File: src/rtl/lsu_byte_bus_pkg.sv
// rtl/lsu_byte_bus_pkg.sv - shared memory access mode codes, LSU states and helpers
package lsu_byte_bus_pkg;

    localparam logic [2:0] MEM_MODE_WORD       = 3'd0;
    localparam logic [2:0] MEM_MODE_BYTE       = 3'd1;
    localparam logic [2:0] MEM_MODE_BYTE_SIGN  = 3'd2;
    localparam logic [2:0] MEM_MODE_HWORD      = 3'd3;
    localparam logic [2:0] MEM_MODE_HWORD_SIGN = 3'd4;

    typedef enum logic [1:0] {
        ST_IDLE  = 2'd0,
        ST_CHECK = 2'd1,
        ST_XFER  = 2'd2,
        ST_FIN   = 2'd3
    } lsu_state_e;

    // Codes above HWORD_SIGN are unassigned and handled as a fault.
    function automatic logic mode_legal(input logic [2:0] mode);
        return (mode <= MEM_MODE_HWORD_SIGN);
    endfunction

    // Index of the final byte of an access (byte count minus one).
    function automatic logic [1:0] mode_last_idx(input logic [2:0] mode);
        case (mode)
            MEM_MODE_WORD:                        return 2'd3;
            MEM_MODE_HWORD, MEM_MODE_HWORD_SIGN:  return 2'd1;
            default:                              return 2'd0;
        endcase
    endfunction

    // Natural alignment: words on 4-byte, halfwords on 2-byte boundaries.
    function automatic logic mode_misaligned(input logic [2:0] mode, input logic [1:0] addr_lo);
        case (mode)
            MEM_MODE_WORD:                        return (addr_lo != 2'b00);
            MEM_MODE_HWORD, MEM_MODE_HWORD_SIGN:  return addr_lo[0];
            default:                              return 1'b0;
        endcase
    endfunction

    // Little-endian byte lane select.
    function automatic logic [7:0] get_byte(input logic [31:0] data, input logic [1:0] idx);
        return data[{idx, 3'b000} +: 8];
    endfunction

endpackage

File: src/rtl/lsu_byte_bus_if.sv
// rtl/lsu_byte_bus_if.sv - byte-wide valid/ready memory bus
interface lsu_byte_bus_if #(
    parameter int ADDR_W = 32
);
    logic              bus_valid;
    logic              bus_we;
    logic [ADDR_W-1:0] bus_addr;
    logic [7:0]        bus_wdata;
    logic [7:0]        bus_rdata;
    logic              bus_ready;

    modport master (
        output bus_valid, bus_we, bus_addr, bus_wdata,
        input  bus_rdata, bus_ready
    );

    modport slave (
        input  bus_valid, bus_we, bus_addr, bus_wdata,
        output bus_rdata, bus_ready
    );
endinterface

File: src/rtl/lsu_extend.sv
// rtl/lsu_extend.sv - zero/sign extension of assembled load data by access mode
module lsu_extend
    import lsu_byte_bus_pkg::*;
(
    input  logic [31:0] data_in,
    input  logic [2:0]  mode,
    output logic [31:0] data_out
);

    // Select the extension rule for the access width and signedness.
    always_comb begin
        data_out = data_in;
        case (mode)
            MEM_MODE_BYTE:       data_out = {24'h000000, data_in[7:0]};
            MEM_MODE_BYTE_SIGN:  data_out = {{24{data_in[7]}}, data_in[7:0]};
            MEM_MODE_HWORD:      data_out = {16'h0000, data_in[15:0]};
            MEM_MODE_HWORD_SIGN: data_out = {{16{data_in[15]}}, data_in[15:0]};
            default:             data_out = data_in;
        endcase
    end

endmodule

File: src/rtl/lsu_byte_bus.sv
// rtl/lsu_byte_bus.sv - load/store unit serialising accesses onto a byte bus
module lsu_byte_bus
    import lsu_byte_bus_pkg::*;
#(
    parameter int ADDR_W      = 32,
    parameter int BUS_TIMEOUT = 255
) (
    input  logic              clk,
    input  logic              rst_n,
    input  logic              req_valid,
    output logic              req_ready,
    input  logic              mem_read,
    input  logic              mem_write,
    input  logic [2:0]        mem_acc_mode,
    input  logic [ADDR_W-1:0] addr,
    input  logic [31:0]       wdata,
    output logic              done,
    output logic [31:0]       rdata,
    output logic              err_misalign,
    output logic              err_timeout,
    lsu_byte_bus_if.master    bus
);

    localparam int TMO_W = (BUS_TIMEOUT > 1) ? $clog2(BUS_TIMEOUT + 1) : 1;

    lsu_state_e        state_q, state_d;
    logic              req_ready_q, req_ready_d;
    logic              done_q, done_d;
    logic              err_mis_q, err_mis_d;
    logic              err_tmo_q, err_tmo_d;
    logic              bus_valid_q, bus_valid_d;
    logic              bus_we_q, bus_we_d;
    logic [ADDR_W-1:0] bus_addr_q, bus_addr_d;
    logic [7:0]        bus_wdata_q, bus_wdata_d;
    logic [31:0]       rdata_q, rdata_d;
    logic [ADDR_W-1:0] base_q, base_d;
    logic [31:0]       wdata_q, wdata_d;
    logic [2:0]        mode_q, mode_d;
    logic              dir_q, dir_d;
    logic              both_q, both_d;
    logic [1:0]        idx_q, idx_d;
    logic [TMO_W-1:0]  tmo_q, tmo_d;
    logic [31:0]       asm_q, asm_d;

    logic [31:0]       asm_upd;
    logic [31:0]       ext_data;
    logic [TMO_W-1:0]  tmo_inc;
    logic [1:0]        idx_nxt;
    logic              fault;

    // Extension sees the assembly including the byte arriving this cycle,
    // so rdata can be registered on the same edge that enters FIN.
    lsu_extend u_extend (
        .data_in  (asm_upd),
        .mode     (mode_q),
        .data_out (ext_data)
    );

    // Helper values derived from the current state.
    always_comb begin
        asm_upd = asm_q;
        asm_upd[{idx_q, 3'b000} +: 8] = bus.bus_rdata;
        tmo_inc = tmo_q + TMO_W'(1);
        idx_nxt = idx_q + 2'd1;
        fault   = both_q || !mode_legal(mode_q) || mode_misaligned(mode_q, base_q[1:0]);
    end

    // Next-state and registered-output computation for the access sequencer.
    always_comb begin
        state_d     = state_q;
        req_ready_d = req_ready_q;
        done_d      = 1'b0;
        err_mis_d   = 1'b0;
        err_tmo_d   = 1'b0;
        bus_valid_d = bus_valid_q;
        bus_we_d    = bus_we_q;
        bus_addr_d  = bus_addr_q;
        bus_wdata_d = bus_wdata_q;
        rdata_d     = rdata_q;
        base_d      = base_q;
        wdata_d     = wdata_q;
        mode_d      = mode_q;
        dir_d       = dir_q;
        both_d      = both_q;
        idx_d       = idx_q;
        tmo_d       = tmo_q;
        asm_d       = asm_q;

        case (state_q)
            ST_IDLE: begin
                req_ready_d = 1'b1;
                // A handshake with neither direction set is swallowed silently.
                if (req_valid && (mem_read || mem_write)) begin
                    base_d      = addr;
                    wdata_d     = wdata;
                    mode_d      = mem_acc_mode;
                    dir_d       = mem_write;
                    both_d      = mem_read && mem_write;
                    req_ready_d = 1'b0;
                    state_d     = ST_CHECK;
                end
            end

            ST_CHECK: begin
                if (fault) begin
                    done_d    = 1'b1;
                    err_mis_d = 1'b1;
                    state_d   = ST_FIN;
                end else begin
                    idx_d       = 2'd0;
                    tmo_d       = '0;
                    asm_d       = 32'h0;
                    bus_valid_d = 1'b1;
                    bus_we_d    = dir_q;
                    bus_addr_d  = base_q;
                    bus_wdata_d = get_byte(wdata_q, 2'd0);
                    state_d     = ST_XFER;
                end
            end

            ST_XFER: begin
                if (bus.bus_ready) begin
                    tmo_d = '0;
                    if (!dir_q) begin
                        asm_d = asm_upd;
                    end
                    if (idx_q == mode_last_idx(mode_q)) begin
                        bus_valid_d = 1'b0;
                        bus_we_d    = 1'b0;
                        done_d      = 1'b1;
                        state_d     = ST_FIN;
                        if (!dir_q) begin
                            rdata_d = ext_data;
                        end
                    end else begin
                        idx_d       = idx_nxt;
                        bus_addr_d  = base_q + ADDR_W'(idx_nxt);
                        bus_wdata_d = get_byte(wdata_q, idx_nxt);
                    end
                end else if (BUS_TIMEOUT != 0) begin
                    // Abort without touching rdata; bytes already stored stay stored.
                    if (tmo_inc == TMO_W'(BUS_TIMEOUT)) begin
                        tmo_d       = '0;
                        bus_valid_d = 1'b0;
                        bus_we_d    = 1'b0;
                        done_d      = 1'b1;
                        err_tmo_d   = 1'b1;
                        state_d     = ST_FIN;
                    end else begin
                        tmo_d = tmo_inc;
                    end
                end
            end

            ST_FIN: begin
                idx_d       = 2'd0;
                req_ready_d = 1'b1;
                state_d     = ST_IDLE;
            end

            default: begin
                req_ready_d = 1'b1;
                bus_valid_d = 1'b0;
                state_d     = ST_IDLE;
            end
        endcase
    end

    // State and output registers; reset drops the bus immediately.
    always_ff @(posedge clk or negedge rst_n) begin
        if (!rst_n) begin
            state_q     <= ST_IDLE;
            req_ready_q <= 1'b1;
            done_q      <= 1'b0;
            err_mis_q   <= 1'b0;
            err_tmo_q   <= 1'b0;
            bus_valid_q <= 1'b0;
            bus_we_q    <= 1'b0;
            bus_addr_q  <= '0;
            bus_wdata_q <= 8'h00;
            rdata_q     <= 32'h0;
            base_q      <= '0;
            wdata_q     <= 32'h0;
            mode_q      <= MEM_MODE_WORD;
            dir_q       <= 1'b0;
            both_q      <= 1'b0;
            idx_q       <= 2'd0;
            tmo_q       <= '0;
            asm_q       <= 32'h0;
        end else begin
            state_q     <= state_d;
            req_ready_q <= req_ready_d;
            done_q      <= done_d;
            err_mis_q   <= err_mis_d;
            err_tmo_q   <= err_tmo_d;
            bus_valid_q <= bus_valid_d;
            bus_we_q    <= bus_we_d;
            bus_addr_q  <= bus_addr_d;
            bus_wdata_q <= bus_wdata_d;
            rdata_q     <= rdata_d;
            base_q      <= base_d;
            wdata_q     <= wdata_d;
            mode_q      <= mode_d;
            dir_q       <= dir_d;
            both_q      <= both_d;
            idx_q       <= idx_d;
            tmo_q       <= tmo_d;
            asm_q       <= asm_d;
        end
    end

    assign req_ready     = req_ready_q;
    assign done          = done_q;
    assign rdata         = rdata_q;
    assign err_misalign  = err_mis_q;
    assign err_timeout   = err_tmo_q;
    assign bus.bus_valid = bus_valid_q;
    assign bus.bus_we    = bus_we_q;
    assign bus.bus_addr  = bus_addr_q;
    assign bus.bus_wdata = bus_wdata_q;

endmodule

File: src/flat_wrapper.sv
// flat-port wrapper written by rule: the top's interface ports become plain ports
module lsu_byte_bus_flat import lsu_byte_bus_pkg::*;
#(
    parameter int ADDR_W      = 32,
    parameter int BUS_TIMEOUT = 255
)
  (clk, rst_n, req_valid, req_ready, mem_read, mem_write, mem_acc_mode, addr, wdata, done, rdata, err_misalign, err_timeout, bus_bus_valid, bus_bus_we, bus_bus_addr, bus_bus_wdata, bus_bus_rdata, bus_bus_ready);
  lsu_byte_bus_if #(.ADDR_W(ADDR_W)) bus_i ();
  input  logic clk;
  input  logic rst_n;
  input  logic req_valid;
  output logic req_ready;
  input  logic mem_read;
  input  logic mem_write;
  input  logic [2:0] mem_acc_mode;
  input  logic [ADDR_W-1:0] addr;
  input  logic [31:0] wdata;
  output logic done;
  output logic [31:0] rdata;
  output logic err_misalign;
  output logic err_timeout;
  output wire logic [$bits(bus_i.bus_valid)-1:0] bus_bus_valid;
  output wire logic [$bits(bus_i.bus_we)-1:0] bus_bus_we;
  output wire logic [$bits(bus_i.bus_addr)-1:0] bus_bus_addr;
  output wire logic [$bits(bus_i.bus_wdata)-1:0] bus_bus_wdata;
  input wire logic [$bits(bus_i.bus_rdata)-1:0] bus_bus_rdata;
  input wire logic [$bits(bus_i.bus_ready)-1:0] bus_bus_ready;
  assign bus_bus_valid = bus_i.bus_valid;
  assign bus_bus_we = bus_i.bus_we;
  assign bus_bus_addr = bus_i.bus_addr;
  assign bus_bus_wdata = bus_i.bus_wdata;
  assign bus_i.bus_rdata = bus_bus_rdata;
  assign bus_i.bus_ready = bus_bus_ready;
  lsu_byte_bus #(.ADDR_W(ADDR_W), .BUS_TIMEOUT(BUS_TIMEOUT)) u_core (.clk(clk), .rst_n(rst_n), .req_valid(req_valid), .req_ready(req_ready), .mem_read(mem_read), .mem_write(mem_write), .mem_acc_mode(mem_acc_mode), .addr(addr), .wdata(wdata), .done(done), .rdata(rdata), .err_misalign(err_misalign), .err_timeout(err_timeout), .bus(bus_i));
endmodule
File: config.mk
export PLATFORM = sky130hd
export DESIGN_NAME = lsu_byte_bus_flat
export DESIGN_NICKNAME = d
export VERILOG_FILES = /design/src/rtl/lsu_byte_bus_pkg.sv /design/src/rtl/lsu_byte_bus_if.sv /design/src/rtl/lsu_extend.sv /design/src/rtl/lsu_byte_bus.sv /design/src/flat_wrapper.sv
export SDC_FILE = /design/constraint.sdc
export NUM_CORES = 1
export LEC_CHECK = 0
export CORE_ASPECT_RATIO = 1.5
export CORE_UTILIZATION = 40
export CTS_BUF_LIST = sky130_fd_sc_hd__clkbuf_2
export DETAILED_ROUTE_END_ITERATION = 16
export GPL_TIMING_DRIVEN = 0
export HOLD_SLACK_MARGIN = 0.06
export MAX_ROUTING_LAYER = met4
export PLACE_DENSITY = 0.64
export SETUP_SLACK_MARGIN = 0.15
export SLEW_MARGIN = 40
export SYNTH_ARGS = -nofsm -noshare
export SYNTH_HDL_FRONTEND = slang
export SYNTH_SLANG_ARGS = --single-unit
File: constraint.sdc
create_clock -name clk -period 2.24 [get_ports clk]
set_input_delay 0.336 -clock clk [delete_from_list [all_inputs] [get_ports clk]]
set_output_delay 0.336 -clock clk [all_outputs]
set_load 0.02 [all_outputs]
* Word level (Yosys, flattened, before mapping) *
Cells that the tools add are included.

storage, ports and cells
  register bits = 191
  word-level logic and storage cells = 113
  output and inout port bits = 78
  bits of input ports = 81

operators by class
  equality and inequality tests = 16
  bitwise operators = 1
  shift-type cells = 3
  order comparisons = 1
  add/subtract/negate cells = 4
  muxes and demuxes = 49
  reductions and logical operators = 21

operators by type and width
  kind                    count
  $mux 32                 6
  $pmux 32 s2             2
  $pmux 32 s4             1
  $mux 8                  6
  $add 32x2->32           1
  $bwmux 32               1
  $pmux 8 s2              2
  $shift 8x7->32 const A  1
  $shiftx 32x6->8         1
  $shiftx 8x7->32         1
  $reduce_and 4->1        5
  $mux 2                  9
  $mux 1                  14
  $pmux 1 s2              5
  $add 8x1->8 const B     1
  $eq 8x8->1 const B      1
  $ne 2x2->1 const B      4
  $pmux 2 s4              1
  $neg 5->7               1
  $eq 3x2->1 const B      2
  $ne 3x2->1 const B      2
  $pmux 2 s3              1
  $reduce_bool 2->1       3
  $eq 2x2->1 const B      2
  18 further kinds        22

* Logic depth before layout (Yosys ltp) *
  word-level depth = 9
  mapped depth = 11

* By module *
A second synthesis with hierarchy kept.

unflattened totals
  cells, all modules = 862
  area, all modules = 9977.1 um^2

by module, submodules not included
  module        cells each  area an instance (um^2)  sequential area each (um^2)  times used
  lsu_byte_bus  746         9170.0                   4780.8                       1
  lsu_extend    116         807.0                    0.0                          1

* Worst setup path before layout *
OpenSTA, ideal clock, no wires.

  path type = flip-flop to flip-flop
  from = reg u_core.idx_q[0]
  to = reg u_core.rdata_q[21], in the netlist u_core.rdata[21]
  library setup time = 0.119 ns
  data arrival time = 2.371 ns
  cell stages (with the launch flop) = 12
  path slack = -0.249 ns
  clock period less this slack = 2.489 ns
  data required time = 2.121 ns
  path through = dfrtp_1 inv_2 ha_1 and4bb_1 buf_4 a21oi_1 or3_1 buf_2 a21boi_2 buf_6 o211ai_2 o21a_1

between the ends
  cells in the longest elaborated chain, start to end = 4
  elaborated cells on any way between the ends = 7

ends and longest elaborated chain
  item                                                      RTL line             text
  start, declared                                           lsu_byte_bus.sv:41   logic [1:0] idx_q, idx_d;
  start signal, assigned                                    lsu_byte_bus.sv:206  idx_q <= idx_d;
  $neg 5->7                                                 lsu_byte_bus.sv:62   asm_upd[{idx_q, 3'b000} +: 8] = bus.bus_rdata;
  $shiftx 8x7->32 / $shift 8x7->32 (equally long branches)  lsu_byte_bus.sv:62
  $bwmux 32                                                 lsu_byte_bus.sv:62
  $pmux 32 s4                                               lsu_extend.sv:13     case (mode)
  end signal, assigned                                      lsu_byte_bus.sv:200  rdata_q <= rdata_d;
  end, declared                                             lsu_byte_bus.sv:35   logic [31:0] rdata_q, rdata_d;

Parallel ways exist; a longest one is shown, timed or not.
A chain may end at the register's enable or synchronous reset.

* Worst setup path in the final report *
  from = reg u_core.idx_q[0]
  to = reg u_core.rdata_q[20], in the netlist u_core.rdata[20]

The elaborated chain is that of the path after synthesis.

==> qor.yml <==
outcome:
  status: "finished, violations left"
  violations: "negative setup slack"
routing:
  drc: 0
  ant_nets: 0
  wire_per_inst_um: 17.8
  drt-total-wl_um: 25400
  initialDrtViolationCount: 285
  vias: 7473
  first_pass_iters: 5
  via_per_inst: 5.23
cells_and_area:
  nFillCells: 1883
  fin_nets: 1234
  final_common_cell: "dfrtp_1"
  final_cell_area_sq_um: 13500
  syn_to_final_growth_pct: 46.8
  fin_util_pct: 60.1
  stdcell_count: 1429
  final_cell_mix: "184 x dfrtp_1, 79 x clkdlybuf4s50_1, 76 x mux2_2"
  layout-drive-gt1-share_pct: 31.3
floorplanning:
  core-area_sq_um: 22500
  start_util_pct: 40.9
  io_pins: 159
  die_y_um: 188
  dieArea_sq_um: 23600
  fp.dieW_um: 126
  rows: 67
pwr:
  peakVddDrop_uv: 873
  power.total_mw: 17.7
  p_leak_nw: 5.65
  powerDensity_nw_per_um2: 1310
logic_synthesis:
  synthFlopType: "dfrtp_1"
  yosysTopAreaCellShare_pct: 51.7
  synth.distinct_cells: 63
  synth_edf_count: 0
  yosys-top-cells-area: "dfrtp_1 52%, mux2_2 11%, a21oi_1 4.6%"
  synthArstFlopShare_pct: 100
  syn_nets: 935
  synthCells: 840
  ys.warnings.count: 0
  syn_avg_cell_area_sq_um: 10.9
  ys_ff_latch: 191
  yosysTopAreaCell: "dfrtp_1"
  syn-cell-area_sq_um: 9190
  yosysSeqAreaShare_pct: 52.0
setup_path:
  cp_data_arrival_time_ns: 3.17
  end_kind: "flip-flop"
  cp.required_ns: 3.00
  reg2reg_depth: 12
  cp-start-kind: "flip-flop"
  crit_path_max_fanout: 7
  critical_path_class: "flip-flop to flip-flop"
clock_network:
  cts.sinks: 191
  clock_latency_ns: 0.82
  numCtsBuffers: 17
  cts-root-buf: "clkbuf_2"
  cts_max_path_buffers: 2
  clkTransAtPathRegs_ns: 0.30
  htree_levels: 4
  cts_tree: "done"
sta:
  fin_crit_ns: 2.41
  worst_pin_slew_ns: 0.759
  fmax_mhz: 415
  slew_headroom_pct: 49.1
  rsz0062_at_grt: "true"
  post-route-period-util_pct: 108
  fin_ws_ns: -0.169
  hold_viol: 0
  hold_ws_ns: 0.159
  finClkSkew_ns: 0.0631
  setup_viol: 30
  drv_slew: 0
job:
  drv_cap: 0
placement:
  place_hpwl_um: 17100
  postPlaceCellArea_sq_um: 11300
  port_buffers: 158
  place_inst: 1277
  place.gp.congestion: 0.832
global_route:
  track_usage_pct: 22.4
  met2_usage_pct: 39.3
  use_met1_pct: 25.1
  grt_pass1_vias: 7518
  grt_max_degree: 68
  grt_first_pass_wirelength_um: 39900
  grtUsageMet3_pct: 3.54
  busiest_layer: "met2"
  overflow: 0
  antenna_found_initial: 1
hold_path:
  hold_depth: 2
  hold_path.class: "input pin to flip-flop"
## logic make-up after synthesis
family,after synthesis,share of synthesized area [%]
AOI/OAI and AO/OA,213,15.3
xor gates and xnor gates,31,2.95
adders and majority gates,14,1.99
buffers and inverters,59,2.90
DFF,191,52.0
muxes,88,10.8
and+or+nand+nor,244,14.1
## worst max-delay path, cell delays in order, from the launching register on
cell      delay (ns)
dfrtp_2         0.47
clkinv_4        0.08
ha_4            0.27
and4bb_1        0.28
buf_6           0.11
a21oi_4         0.05
or3_1           0.33
buf_6           0.12
a21boi_4        0.13
buf_12          0.15
buf_6           0.11
o211ai_1        0.10
o21a_1          0.15
## final timing paths
kind / from / end / slack [ns]
setup reg to reg: u_core.idx_q[0] / u_core.rdata[20] / -0.17
min in group asynchronous: rst_n / u_core.wdata_q[27] / 0.51
hold reg to reg: u_core.req_ready / u_core.req_ready / 0.50
hold / removal: wdata[19] / u_core.wdata_q[19] / 0.16
setup / recovery: u_core.idx_q[0] / u_core.rdata[20] / -0.17
max in group asynchronous: rst_n / u_core.base_q[6] / 0.65
## area by class of cell
type	count	area, sq um	share of cell area (%)
timing repair buffer	280	2770	20.5
multi-input combinational	590	4900	36.3
buffer	40	374	2.77
clock buffer	18	90.1	0.668
inverter	19	78.8	0.584
tap	276	345	2.56
sequential	191	4790	35.5
clock inverter	14	146	1.09
antenna	1	2.50	0.0185
## metal layers
metal | routed length, um | vias to the layer above
met5 | 0 | -
met4 | 799 | 0
met3 | 785 | 41
met2 | 13800 | 175
met1 | 10000 | 3687
li1 | - | 3570
## flip-flops by register name, summed over array words and instances, names as in the netlist, 2 cells and up
name,flops
u_core.idx_q,2
u_core.wdata_q,32
u_core.state_q,2
u_core.base_q,32
u_core.bus.bus_wdata,8
u_core.mode_q,3
u_core.asm_q,32
u_core.rdata,32
u_core.tmo_q,8
u_core.bus.bus_addr,32
## cells in the mapped netlist (2+ instances only)
master and n:
and2_1 2, o21ai_1 3, o31ai_1 3, mux2_2 86, a22o_1 15, a21o_1 2, buf_1 4, nor3b_1 2
and2b_1 6, nor4b_2 2, xor2_1 14, nor2_1 66, a21oi_1 84, nor4_4 2, mux2i_1 2, o211ai_2 10
and3_1 11, ha_1 13, dfrtp_1 190, inv_1 18, nand4_1 10, nand2b_1 29, o21a_1 24, clkbuf_1 18
o21ai_0 32, xnor2_1 17, buf_6 2, nor3_1 8, o211ai_1 15, nand3_1 16, buf_4 4, buf_2 12
o22ai_1 9, nor2b_1 30, a41oi_1 2, nand2_1 50
## repair_timing
action,in CTS,in global routing
buffers inserted,42,16
pin swaps,36,32
hold buffers,49,6
gates resized for setup,209,154
setup endpoints to repair,238,172
gates cloned,3,3
endpoints found under the hold margin,176,6
## metrics by stage
stage / worst slack, ns / TNS (ns)
final: -0.169 / -2.98
after global routing: -0.263 / -7.24
after CTS: -0.197 / -3.52
after detailed placement: -0.590 / -40.33
after global placement: -8.08 / -1456.16
after floorplan: -0.0423 / -0.0482
## report_power, final
part | switching (mW) | total (mW) | internal (mW)
logic | 5.13 | 9.96 | 4.82
registers | 1.15 | 6.08 | 4.93
clock network | 1.34 | 1.70 | 0.361
total | 7.63 | 17.7 | 10.1
Power figures use the tool's default switching activity.
